<file path="config.mk">
export PLATFORM = sky130hd
export DESIGN_NAME = pool_ctrl_flat
export DESIGN_NICKNAME = d
export VERILOG_FILES = /design/src/rtl/pool_ctrl_if.sv /design/src/rtl/pool_ctrl.sv /design/src/flat_wrapper.sv
export SDC_FILE = /design/constraint.sdc
export NUM_CORES = 1
export LEC_CHECK = 0
export CAP_MARGIN = 20
export CORE_MARGIN = 1
export CORE_UTILIZATION = 43
export DETAILED_ROUTE_END_ITERATION = 6
export GPL_ROUTABILITY_DRIVEN = 1
export PLACE_DENSITY_LB_ADDON = 0.25
export SLEW_MARGIN = 15
export SYNTH_ARGS = -nofsm -noshare
export SYNTH_HDL_FRONTEND = slang
export SYNTH_SLANG_ARGS = --single-unit
</file>
<file path="constraint.sdc">
create_clock -name clk -period 7.76 [get_ports clk]
set_clock_uncertainty 0.2 [all_clocks]
set_input_delay 0.776 -clock clk [delete_from_list [all_inputs] [get_ports clk]]
set_output_delay 0.776 -clock clk [all_outputs]
set_load 0.01 [all_outputs]
</file>
<file path="src/rtl/pool_ctrl_if.sv">
// Source-buffer read port and pool-datapath handshake bundle for pool_ctrl.
// The controller uses the master modport. The buffer/datapath side uses slave.
interface pool_ctrl_if #(
  parameter int MAT_MUL_SIZE  = 4,
  parameter int DWIDTH        = 8,
  parameter int AWIDTH        = 10,
  parameter int MAX_BITS_POOL = 3
);
  logic                           src_rd_en;
  logic [AWIDTH-1:0]              src_rd_addr;
  logic [MAT_MUL_SIZE*DWIDTH-1:0] src_rd_data;
  logic                           dst_ready;
  logic                           pool_enable;
  logic [MAX_BITS_POOL-1:0]       pool_window_size;
  logic                           pool_in_data_available;
  logic [MAT_MUL_SIZE*DWIDTH-1:0] pool_inp_data;
  logic                           pool_out_data_available;

  modport master (
    output src_rd_en, src_rd_addr, pool_enable, pool_window_size,
           pool_in_data_available, pool_inp_data,
    input  src_rd_data, dst_ready, pool_out_data_available
  );

  modport slave (
    input  src_rd_en, src_rd_addr, pool_enable, pool_window_size,
           pool_in_data_available, pool_inp_data,
    output src_rd_data, dst_ready, pool_out_data_available
  );
endinterface

</file>
<file path="src/rtl/pool_ctrl.sv">
// Sequences one pooling pass: streams rows from the source buffer into the pool
// datapath, counts completed outputs, and pulses done (or err_cfg on a bad window).
//
// state  | meaning
// IDLE   | waiting for start; outputs quiet
// STREAM | issuing source reads while dst_ready allows
// DRAIN  | all reads issued, waiting for datapath outputs
// FIN    | one-cycle done pulse, then back to IDLE
module pool_ctrl #(
  parameter int MAT_MUL_SIZE  = 4,
  parameter int DWIDTH        = 8,
  parameter int AWIDTH        = 10,
  parameter int MAX_BITS_POOL = 3
) (
  input  logic                     clk,
  input  logic                     reset,
  input  logic                     start,
  input  logic                     cfg_enable_pool,
  input  logic [MAX_BITS_POOL-1:0] cfg_window_size,
  input  logic [AWIDTH-1:0]        cfg_base_addr,
  input  logic [AWIDTH-1:0]        cfg_num_rows,
  pool_ctrl_if.master              bus,
  output logic                     busy,
  output logic                     done,
  output logic                     err_cfg
);

  localparam int ROW_W = MAT_MUL_SIZE * DWIDTH;

  localparam logic [1:0] S_IDLE   = 2'd0;
  localparam logic [1:0] S_STREAM = 2'd1;
  localparam logic [1:0] S_DRAIN  = 2'd2;
  localparam logic [1:0] S_FIN    = 2'd3;

  logic [1:0]               state;
  logic [AWIDTH:0]          issued;
  logic [AWIDTH:0]          complete;
  logic [AWIDTH:0]          num_rows;
  logic [AWIDTH-1:0]        base_addr;
  logic                     enable_pool;
  logic [MAX_BITS_POOL-1:0] window_size;
  logic                     rd_en_q;
  logic                     err_q;

  logic                     active;
  logic                     win_legal;
  logic                     issue;
  logic                     out_hit;
  logic [AWIDTH:0]          complete_next;
  logic [ROW_W-1:0]         row;

  assign active    = (state != S_IDLE);
  assign win_legal = (cfg_window_size == MAX_BITS_POOL'(1)) ||
                     (cfg_window_size == MAX_BITS_POOL'(2)) ||
                     (cfg_window_size == MAX_BITS_POOL'(4));
  assign issue     = (state == S_STREAM) && bus.dst_ready && (issued < num_rows) && !reset;
  assign out_hit   = active && bus.pool_out_data_available;
  // Include this cycle's output so DRAIN leaves on the same edge the last row lands.
  assign complete_next = complete + {{AWIDTH{1'b0}}, out_hit};

  assign row                        = bus.src_rd_data;
  assign bus.pool_inp_data          = row;
  assign bus.src_rd_en              = issue;
  assign bus.src_rd_addr            = (active && !reset) ? base_addr + issued[AWIDTH-1:0] : '0;
  assign bus.pool_in_data_available = rd_en_q && !reset;
  assign bus.pool_enable            = active && !reset && enable_pool;
  assign bus.pool_window_size       = (active && !reset) ? window_size : '0;

  assign busy    = active && !reset;
  assign done    = (state == S_FIN) && !reset;
  assign err_cfg = err_q && !reset;

  always_ff @(posedge clk) begin
    if (reset) begin
      state       <= S_IDLE;
      issued      <= '0;
      complete    <= '0;
      num_rows    <= '0;
      base_addr   <= '0;
      enable_pool <= 1'b0;
      window_size <= '0;
      rd_en_q     <= 1'b0;
      err_q       <= 1'b0;
    end else begin
      rd_en_q <= issue;
      err_q   <= 1'b0;
      if (active) complete <= complete_next;

      case (state)
        S_IDLE: begin
          if (start) begin
            enable_pool <= cfg_enable_pool;
            window_size <= cfg_window_size;
            base_addr   <= cfg_base_addr;
            num_rows    <= {1'b0, cfg_num_rows};
            issued      <= '0;
            complete    <= '0;
            if (!win_legal)                state <= S_IDLE;
            else if (cfg_num_rows == '0)   state <= S_FIN;
            else                           state <= S_STREAM;
            err_q <= !win_legal;
          end
        end
        S_STREAM: begin
          if (issue) begin
            issued <= issued + 1'b1;
            if (issued + 1'b1 == num_rows) state <= S_DRAIN;
          end
        end
        S_DRAIN: begin
          if (complete_next >= num_rows) state <= S_FIN;
        end
        S_FIN: begin
          state <= S_IDLE;
        end
        default: state <= S_IDLE;
      endcase
    end
  end

endmodule

</file>
<file path="src/flat_wrapper.sv">
// flat-port wrapper written by rule: the top's interface ports become plain ports
module pool_ctrl_flat 
#(
  parameter int MAT_MUL_SIZE  = 4,
  parameter int DWIDTH        = 8,
  parameter int AWIDTH        = 10,
  parameter int MAX_BITS_POOL = 3
)
  (clk, reset, start, cfg_enable_pool, cfg_window_size, cfg_base_addr, cfg_num_rows, busy, done, err_cfg, bus_src_rd_en, bus_src_rd_addr, bus_pool_enable, bus_pool_window_size, bus_pool_in_data_available, bus_pool_inp_data, bus_src_rd_data, bus_dst_ready, bus_pool_out_data_available);
  pool_ctrl_if #(.MAT_MUL_SIZE(MAT_MUL_SIZE), .DWIDTH(DWIDTH), .AWIDTH(AWIDTH), .MAX_BITS_POOL(MAX_BITS_POOL)) bus_i ();
  input  logic clk;
  input  logic reset;
  input  logic start;
  input  logic cfg_enable_pool;
  input  logic [MAX_BITS_POOL-1:0] cfg_window_size;
  input  logic [AWIDTH-1:0] cfg_base_addr;
  input  logic [AWIDTH-1:0] cfg_num_rows;
  output logic busy;
  output logic done;
  output logic err_cfg;
  output wire logic [$bits(bus_i.src_rd_en)-1:0] bus_src_rd_en;
  output wire logic [$bits(bus_i.src_rd_addr)-1:0] bus_src_rd_addr;
  output wire logic [$bits(bus_i.pool_enable)-1:0] bus_pool_enable;
  output wire logic [$bits(bus_i.pool_window_size)-1:0] bus_pool_window_size;
  output wire logic [$bits(bus_i.pool_in_data_available)-1:0] bus_pool_in_data_available;
  output wire logic [$bits(bus_i.pool_inp_data)-1:0] bus_pool_inp_data;
  input wire logic [$bits(bus_i.src_rd_data)-1:0] bus_src_rd_data;
  input wire logic [$bits(bus_i.dst_ready)-1:0] bus_dst_ready;
  input wire logic [$bits(bus_i.pool_out_data_available)-1:0] bus_pool_out_data_available;
  assign bus_src_rd_en = bus_i.src_rd_en;
  assign bus_src_rd_addr = bus_i.src_rd_addr;
  assign bus_pool_enable = bus_i.pool_enable;
  assign bus_pool_window_size = bus_i.pool_window_size;
  assign bus_pool_in_data_available = bus_i.pool_in_data_available;
  assign bus_pool_inp_data = bus_i.pool_inp_data;
  assign bus_i.src_rd_data = bus_src_rd_data;
  assign bus_i.dst_ready = bus_dst_ready;
  assign bus_i.pool_out_data_available = bus_pool_out_data_available;
  pool_ctrl #(.MAT_MUL_SIZE(MAT_MUL_SIZE), .DWIDTH(DWIDTH), .AWIDTH(AWIDTH), .MAX_BITS_POOL(MAX_BITS_POOL)) u_core (.clk(clk), .reset(reset), .start(start), .cfg_enable_pool(cfg_enable_pool), .cfg_window_size(cfg_window_size), .cfg_base_addr(cfg_base_addr), .cfg_num_rows(cfg_num_rows), .bus(bus_i), .busy(busy), .done(done), .err_cfg(err_cfg));
endmodule
</file>
==> results of run 1 <==
-- state kept, by name (all words and copies together) (netlist names) --
register            cells
u_core.base_addr       10
u_core.complete        11
u_core.enable_pool      1
u_core.err_q            1
u_core.issued          11
u_core.num_rows        10
u_core.rd_en_q          1
u_core.state            2
u_core.window_size      3
-- worst reg2reg max path, cell delays in order (launching register included) --
cell and delay, ns:
sky130_fd_sc_hd__dfxtp_1 0.42, sky130_fd_sc_hd__inv_1 0.09, sky130_fd_sc_hd__ha_1 0.40, sky130_fd_sc_hd__nor2b_1 0.20, sky130_fd_sc_hd__ha_1 0.19, sky130_fd_sc_hd__ha_1 0.21
sky130_fd_sc_hd__nand3_1 0.11, sky130_fd_sc_hd__xnor2_1 0.20, sky130_fd_sc_hd__ha_1 0.29, sky130_fd_sc_hd__a21o_1 0.17, sky130_fd_sc_hd__a211oi_1 0.21, sky130_fd_sc_hd__o21ai_0 0.11
sky130_fd_sc_hd__o211ai_1 0.14, sky130_fd_sc_hd__a31oi_4 0.16, sky130_fd_sc_hd__a21o_2 0.23, sky130_fd_sc_hd__a21oi_1 0.10
-- synthesized netlist by cell type (all sizes together), types with 2 or more instances --
library cell,n,area [um^2]
nand4,7,43.8
a22oi,2,15.0
nor3,7,35.0
xor2,13,114
a21o,5,38.8
and3,5,31.3
dfxtp,50,1000
nand3b,6,45.0
and2,10,62.6
nor2,34,128
inv,20,75.1
o21ai,18,90.1
a21oi,54,274
a211oi,4,30.0
o211ai,2,15.0
nand2b,6,37.5
buf,38,275
xnor2,16,140
or2,2,12.5
or3,7,43.8
nor4,4,25.0
nand3,10,50.1
or3b,2,17.5
nor2b,6,37.5
clkbuf,18,67.6
o2111ai,3,26.3
ha,36,450
a31oi,4,40.0
a2111oi,2,23.8
nand2,68,255
-- final cells by class --
cell class              count  area [um^2]  area share (%)
well taps                 105          131            3.24
inverters                  20         75.1            1.85
clock buffers               6         72.6            1.79
repair buffers             48          473            11.7
clock inverters             2         37.5           0.925
multi-input cells         351         2270            55.9
flip-flops and latches     50         1000            24.7
-- worst max path at each step --
stage,to,slack (ns),cells past startpoint
global placement,u_core.state[0],4.11,14
detailed placement,u_core.state[0],4.02,14
CTS,bus_src_rd_addr[8],3.67,10
floorplan,u_core.state[0],4.59,16
finish,bus_src_rd_addr[8],3.68,10
global route,bus_src_rd_addr[9],3.46,9
-- power groups by stage --
stage          Clock, mW  Sequential (mW)  Combinational, mW
2_1_floorplan          0            0.299              0.210
6_report           0.187            0.302              0.266
3_3_place_gp           0            0.307              0.263
5_1_grt            0.202            0.305              0.297
3_5_place_dp           0            0.307              0.266
4_1_cts            0.193            0.302              0.267
-- per-layer routing --
| layer | track usage (%) | vias to the layer above |
|---|---|---|
| met2 | 32.0 | 86 |
| met4 | 5.05 | 0 |
| li1 | - | 1615 |
| met5 | 0 | - |
| met1 | 29.6 | 1489 |
| met3 | 3.30 | 10 |
-- metrics by stage --
stage          area (um^2)  hold slack [ns]
3_5_place_dp          3950            0.246
6_report              4060            0.256
2_1_floorplan         3680            0.232
3_3_place_gp          3950            0.240
4_1_cts               4060            0.261
5_1_grt               4060            0.287
-- cells by family after synthesis --
logic type	count (synthesis)	share of synthesized area (%)
DFF	50	27.2
adders and majority gates	37	12.8
and+or+nand+nor	180	23.8
buffers and inverters	76	11.3
AOI/OAI and AO/OA	105	18.0
xor gates and xnor gates	29	6.89
==> impl_metrics.toml, run 1 <==
[min_path]
hp-start = "u_core.window_size[1]"
hold_depth = 2
holdCritPathClass = "register to register"
min_delay_worst_endpoint = "u_core.window_size[1]"

[cells_and_area]
antenna-diode-count = 0
num-nets-final = 574
finalCoreUtilization_pct = 49.1
post_route_cells_drive_above_1_share_pct = 3.98
nFillCells = 816
syn2layout_area_growth_pct = 10.1
mostFrequentLayoutCells = "sky130_fd_sc_hd__nand2_1 (68), sky130_fd_sc_hd__a21oi_1 (53), sky130_fd_sc_hd__dfxtp_1 (50)"
layout.cells.most_common = "sky130_fd_sc_hd__nand2_1"
cell_count_final_fillers_out = 582

[pwr]
power_report.internal_total_mw = 0.478
share_of_total_power_consumed_by_net_switching_pct = 36.6
power.static_leakage_nw = 1.55
power_total_mw = 0.755
maximum_resistive_drop_on_vdd_mv = 0.118
clkPwrFrac_pct = 24.7
share_seq_of_total_power_pct = 40.0
combPwrFrac_pct = 35.2
power_switching_mw = 0.277
areal_power_density_over_the_cells_nw_per_um2 = 186

[critical_path]
element_type_at_the_critical_path_end = "primary output"
path_class = "register to primary output"
cp.required_ns = 6.78
data_arrival_at_the_endpoint_of_the_critical_path_ns = 3.10
rr_endpoint = "u_core.state[0]"
cp_num_buf_inv = 1
r2r.worst_path.cells = 15
cp_cell_sequence = "ha_1, fa_1, a21o_1, a21oi_1, nor2b_1, o21a_1, o41ai_1, xor2_1, nor2_1, clkdlybuf4s50_1"
critPathTopFamily = "compound AO/OA/AOI/OAI gates"
critical_path_peak_fanout = 10
critical-path-max-stage-delay_ns = 0.53
worst_r2r_startpoint = "u_core.state[1]"
setup.reg_to_reg.worst_slack_ns = 4.27
worstSetupStartpoint = "u_core.issued[0]"
critPathSlowestCell = "sky130_fd_sc_hd__clkdlybuf4s50_1"
worst_setup_path_start_kind = "register"

[route]
met3RoutedLength_um = 443
met2_wirelength_um = 3910
drtAntennaViolNets = 0
wl_met1_um = 4400
post_drt_via_cell_ratio = 5.50
drc = 0
vias = 3200
uppermost_metal_layer_occupied_by_signal_nets = "met4"
avgRoutedWirePerCell_um = 15.2
drt_iter0_drc = 155
wl_um = 8820
drt_pre_antenna_iters = 4

[floorplanning]
die_area_um2 = 8940
io_pins = 112
placementRows = 33
core_area_um2 = 8260
initial_core_util_pct = 44.6
die_h_um = 94.6
dieWidth_um = 94.6

[synth]
syn-cell-area_um2 = 3680
synth-edff-count = 0
postSynthAreaPerCell_um2 = 7.72
synth.yosys.seq_area_share_pct = 27.2
synth_async_sr_flop_share_pct = 0
ys_warn_count = 0
ys_types = 54
post_synth_inst_count = 477
dominant_register_cell_in_the_synthesized_netlist = "sky130_fd_sc_hd__dfxtp_1"
ys_seq_elements = 50
synthesis.nets = 575

[global_routing]
grt_pass1_wl_um = 14600
antenna_found_initial = 0
grt_pass1_vias = 2932
gr-usage-all-layers_pct = 20.6
total_grt_overflow = 0
grt_max_degree = 55

[cts]
clockBufferDepth = 2
cts_htree_levels = 2
insertion_delay_ns = 0.30
tritoncts = "yes"
numCtsBuffers = 5
ctsHoldBuffers = 0
cts.sink_count = 50
cts.repair_timing.setup_buffer_count = 0
cts_resized = 0
cts.reportedPaths.clkPinSlew_ns = 0.09
cts-root-buf = "sky130_fd_sc_hd__clkbuf_8"

[run]
number_of_maximum_capacitance_violations = 0

[outcome]
outcome = "complete, no violations"

[placed_design]
place.gp.congestion = 0.868
pre_cts_slack_ns = 4.02
post-dp-hpwl_um = 6660
numPlacedInstances = 574
port_buffers = 47

[timing]
slew-limit-headroom_pct = 46.3
finalSetupViolCount = 0
period_needed_ns = 4.08
clock.fmax_mhz = 245
final_hold_viol_count = 0
final.period_utilization_pct = 52.6
rsz0062_at_grt = "no"
totalNegativeSetupSlack_ns = 0
worst_slew_pin_slew_ns = 0.801
timing.final.max_slew_violations = 0
final.setup.worst_slack_ns = 3.68
No activity file was read; power rests on OpenSTA's default activity.
==> run 2, diff against run 1 <==
clock period = 3.7 ns   (was 7.76 ns; I/O delays follow)
==> run 2 against run 1 <==
Net effect: wire length up 0.31%; utilization grew 0.32 points; largest power group unchanged; via count down 1.2%; global-route usage hardly changed; clock power up 75%; total power rose by 100%; critical path depth unchanged.
==> impl_metrics.toml, run 2 (synthesis results as in run 1) <==
[cells_and_area]
antenna-diode-count = 0
post_route_cells_drive_above_1_share_pct = 5.61
syn2layout_area_growth_pct = 10.8
finish.instance_area_um2 = 4080
nFillCells = 825
mostFrequentLayoutCells = "sky130_fd_sc_hd__nand2_1 (68), sky130_fd_sc_hd__a21oi_1 (52), sky130_fd_sc_hd__dfxtp_1 (49)"
num-nets-final = 579
reg_top3 = "u_core.complete x11, u_core.issued x11"
layout.cells.most_common = "sky130_fd_sc_hd__nand2_1"

[timing]
timing.final.max_slew_violations = 0
final_hold_viol_count = 0
period_needed_ns = 3.50
totalNegativeSetupSlack_ns = 0
worst_slew_pin_slew_ns = 0.854
final.period_utilization_pct = 94.7
rsz0062_at_grt = "no"
slew-limit-headroom_pct = 42.7
clock.fmax_mhz = 286
finalSetupViolCount = 0

[placed_design]
placement.cell_area_um2 = 3980
place.gp.congestion = 0.871
port_buffers = 47
post-dp-hpwl_um = 6730

[pwr]
maximum_resistive_drop_on_vdd_mv = 0.247
power_total_mw = 1.54
areal_power_density_over_the_cells_nw_per_um2 = 377
power.static_leakage_nw = 1.58

[floorplanning]
core_area_um2 = 8260
die_h_um = 94.6
placementRows = 33
dieWidth_um = 94.6
initial_core_util_pct = 44.6
io_pins = 112
die_area_um2 = 8940

[critical_path]
data_arrival_at_the_endpoint_of_the_critical_path_ns = 2.93
critical-path-max-stage-delay_ns = 0.54
cp_cell_sequence = "ha_1, fa_1, a21o_1, a21oi_2, nor2b_1, o21a_1, o41ai_2, xor2_1, nor2_1, clkdlybuf4s50_1"
worstSetupStartpoint = "u_core.issued[0]"
worst_r2r_startpoint = "u_core.state[1]"
cp.required_ns = 3.13
r2r.worst_path.cells = 15
worst_setup_path_start_kind = "register"
critical_path_peak_fanout = 10
rr_endpoint = "u_core.state[0]"
critPathSlowestCell = "sky130_fd_sc_hd__clkdlybuf4s50_1"
critPathTopFamily = "compound AO/OA/AOI/OAI gates"
setup.reg_to_reg.worst_slack_ns = 0.39
cp_num_buf_inv = 1
path_class = "register to primary output"
element_type_at_the_critical_path_end = "primary output"

[cts]
tritoncts = "yes"
insertion_delay_ns = 0.31
clockBufferDepth = 2
cts_htree_levels = 2
cts.repair_timing.setup_buffer_count = 0
numCtsBuffers = 5
cts.reportedPaths.clkPinSlew_ns = 0.09
cts-root-buf = "sky130_fd_sc_hd__clkbuf_8"
cts.sink_count = 50

[min_path]
hold_depth = 2
min_delay_worst_endpoint = "u_core.issued[10]"
hp-start = "reset"
holdCritPathClass = "input port to register"

[global_routing]
grt_pass1_wl_um = 14400
grt_max_degree = 43
total_grt_overflow = 0
antenna_found_initial = 0
grt_pass1_vias = 2982
gr-usage-all-layers_pct = 20.6

[route]
avgRoutedWirePerCell_um = 15.1
wl_um = 8850
drc = 0
vias = 3163
drt_iter0_drc = 202
post_drt_via_cell_ratio = 5.40
drt_pre_antenna_iters = 4
drtAntennaViolNets = 0

[outcome]
outcome = "complete, no violations"

[run]
number_of_maximum_capacitance_violations = 0
==> run 2: changes by cell type in the layout (fill, tap and decap cells not counted) <==
cell / previous run / this run
sky130_fd_sc_hd__clkinvlp_4: 1 / 0
sky130_fd_sc_hd__o41ai_1: 1 / 0
sky130_fd_sc_hd__dfxtp_1: 50 / 49
sky130_fd_sc_hd__inv_6: 0 / 2
sky130_fd_sc_hd__a21oi_2: 1 / 2
sky130_fd_sc_hd__o41ai_2: 0 / 1
sky130_fd_sc_hd__dfxtp_2: 0 / 1
sky130_fd_sc_hd__clkbuf_1: 1 / 0
sky130_fd_sc_hd__buf_4: 1 / 6
sky130_fd_sc_hd__bufinv_16: 1 / 0
sky130_fd_sc_hd__a21oi_1: 53 / 52
==> run 2: power by group <==
part           total (mW)  internal [mW]  switching [mW]
clock network       0.327          0.135           0.192
logic               0.578          0.226           0.352
registers           0.633          0.587          0.0451
==> run 2: per-layer routing <==
layer / track usage (%) / part of all wire (%) / wire (um) / vias to the layer above
met4: 5.18 / 1.1 / 99 / 0
met2: 31.8 / 43 / 3830 / 77
li1: - / - / - / 1625
met5: 0 / 0 / 0 / -
met1: 29.4 / 50 / 4460 / 1448
met3: 3.70 / 5.2 / 463 / 13
==> run 2: per-stage QoR <==
stage               hold WS, ns  utilization (%)  std cells  setup slack (ns)
floorplan                 0.232                -        477             0.528
global placement          0.239             48.2        579             0.456
detailed placement        0.250             48.2        579             0.302
CTS                       0.233             49.3        586            0.0634
global route              0.251             49.4        586          0.000660
finish                    0.235             49.4        586             0.197
==> run 2: final cells by class <==
type | count | area (um^2) | area share, %
multi-input cells | 351 | 2280 | 55.8
flip-flops and latches | 50 | 1000 | 24.5
repair buffers | 53 | 510 | 12.5
well taps | 105 | 131 | 3.22
inverters | 20 | 75.1 | 1.84
clock buffers | 5 | 68.8 | 1.69
clock inverters | 2 | 17.5 | 0.429
==> run 2: worst max path at each step <==
stage,endpoint,slack [ns],cells after the start
2_1_floorplan,u_core.state[0],0.53,16
3_3_place_gp,bus_src_rd_addr[8],0.46,10
3_5_place_dp,u_core.state[0],0.30,14
4_1_cts,bus_src_rd_addr[8],0.06,10
5_1_grt,bus_src_rd_addr[9],0.0007,9
6_report,bus_src_rd_addr[8],0.20,10
==> run 2: timing repair <==
action | in CTS | in global routing
setup endpoints to repair | 0 | 1
hold buffers | 0 | 0
hold endpoints to repair | 0 | 0
resized for setup | 0 | 3
==> run 2: worst register-to-register path, cell delays in order, from the launching register on <==
cell	delay, ns
sky130_fd_sc_hd__dfxtp_1	0.42
sky130_fd_sc_hd__inv_1	0.09
sky130_fd_sc_hd__ha_1	0.21
sky130_fd_sc_hd__nor2b_1	0.13
sky130_fd_sc_hd__ha_1	0.19
sky130_fd_sc_hd__ha_1	0.21
sky130_fd_sc_hd__nand3_1	0.11
sky130_fd_sc_hd__xnor2_1	0.23
sky130_fd_sc_hd__ha_1	0.29
sky130_fd_sc_hd__a21o_1	0.16
sky130_fd_sc_hd__a211oi_1	0.22
sky130_fd_sc_hd__o21ai_0	0.13
sky130_fd_sc_hd__o211ai_1	0.16
sky130_fd_sc_hd__a31oi_4	0.17
sky130_fd_sc_hd__a21o_2	0.24
sky130_fd_sc_hd__a21oi_1	0.10
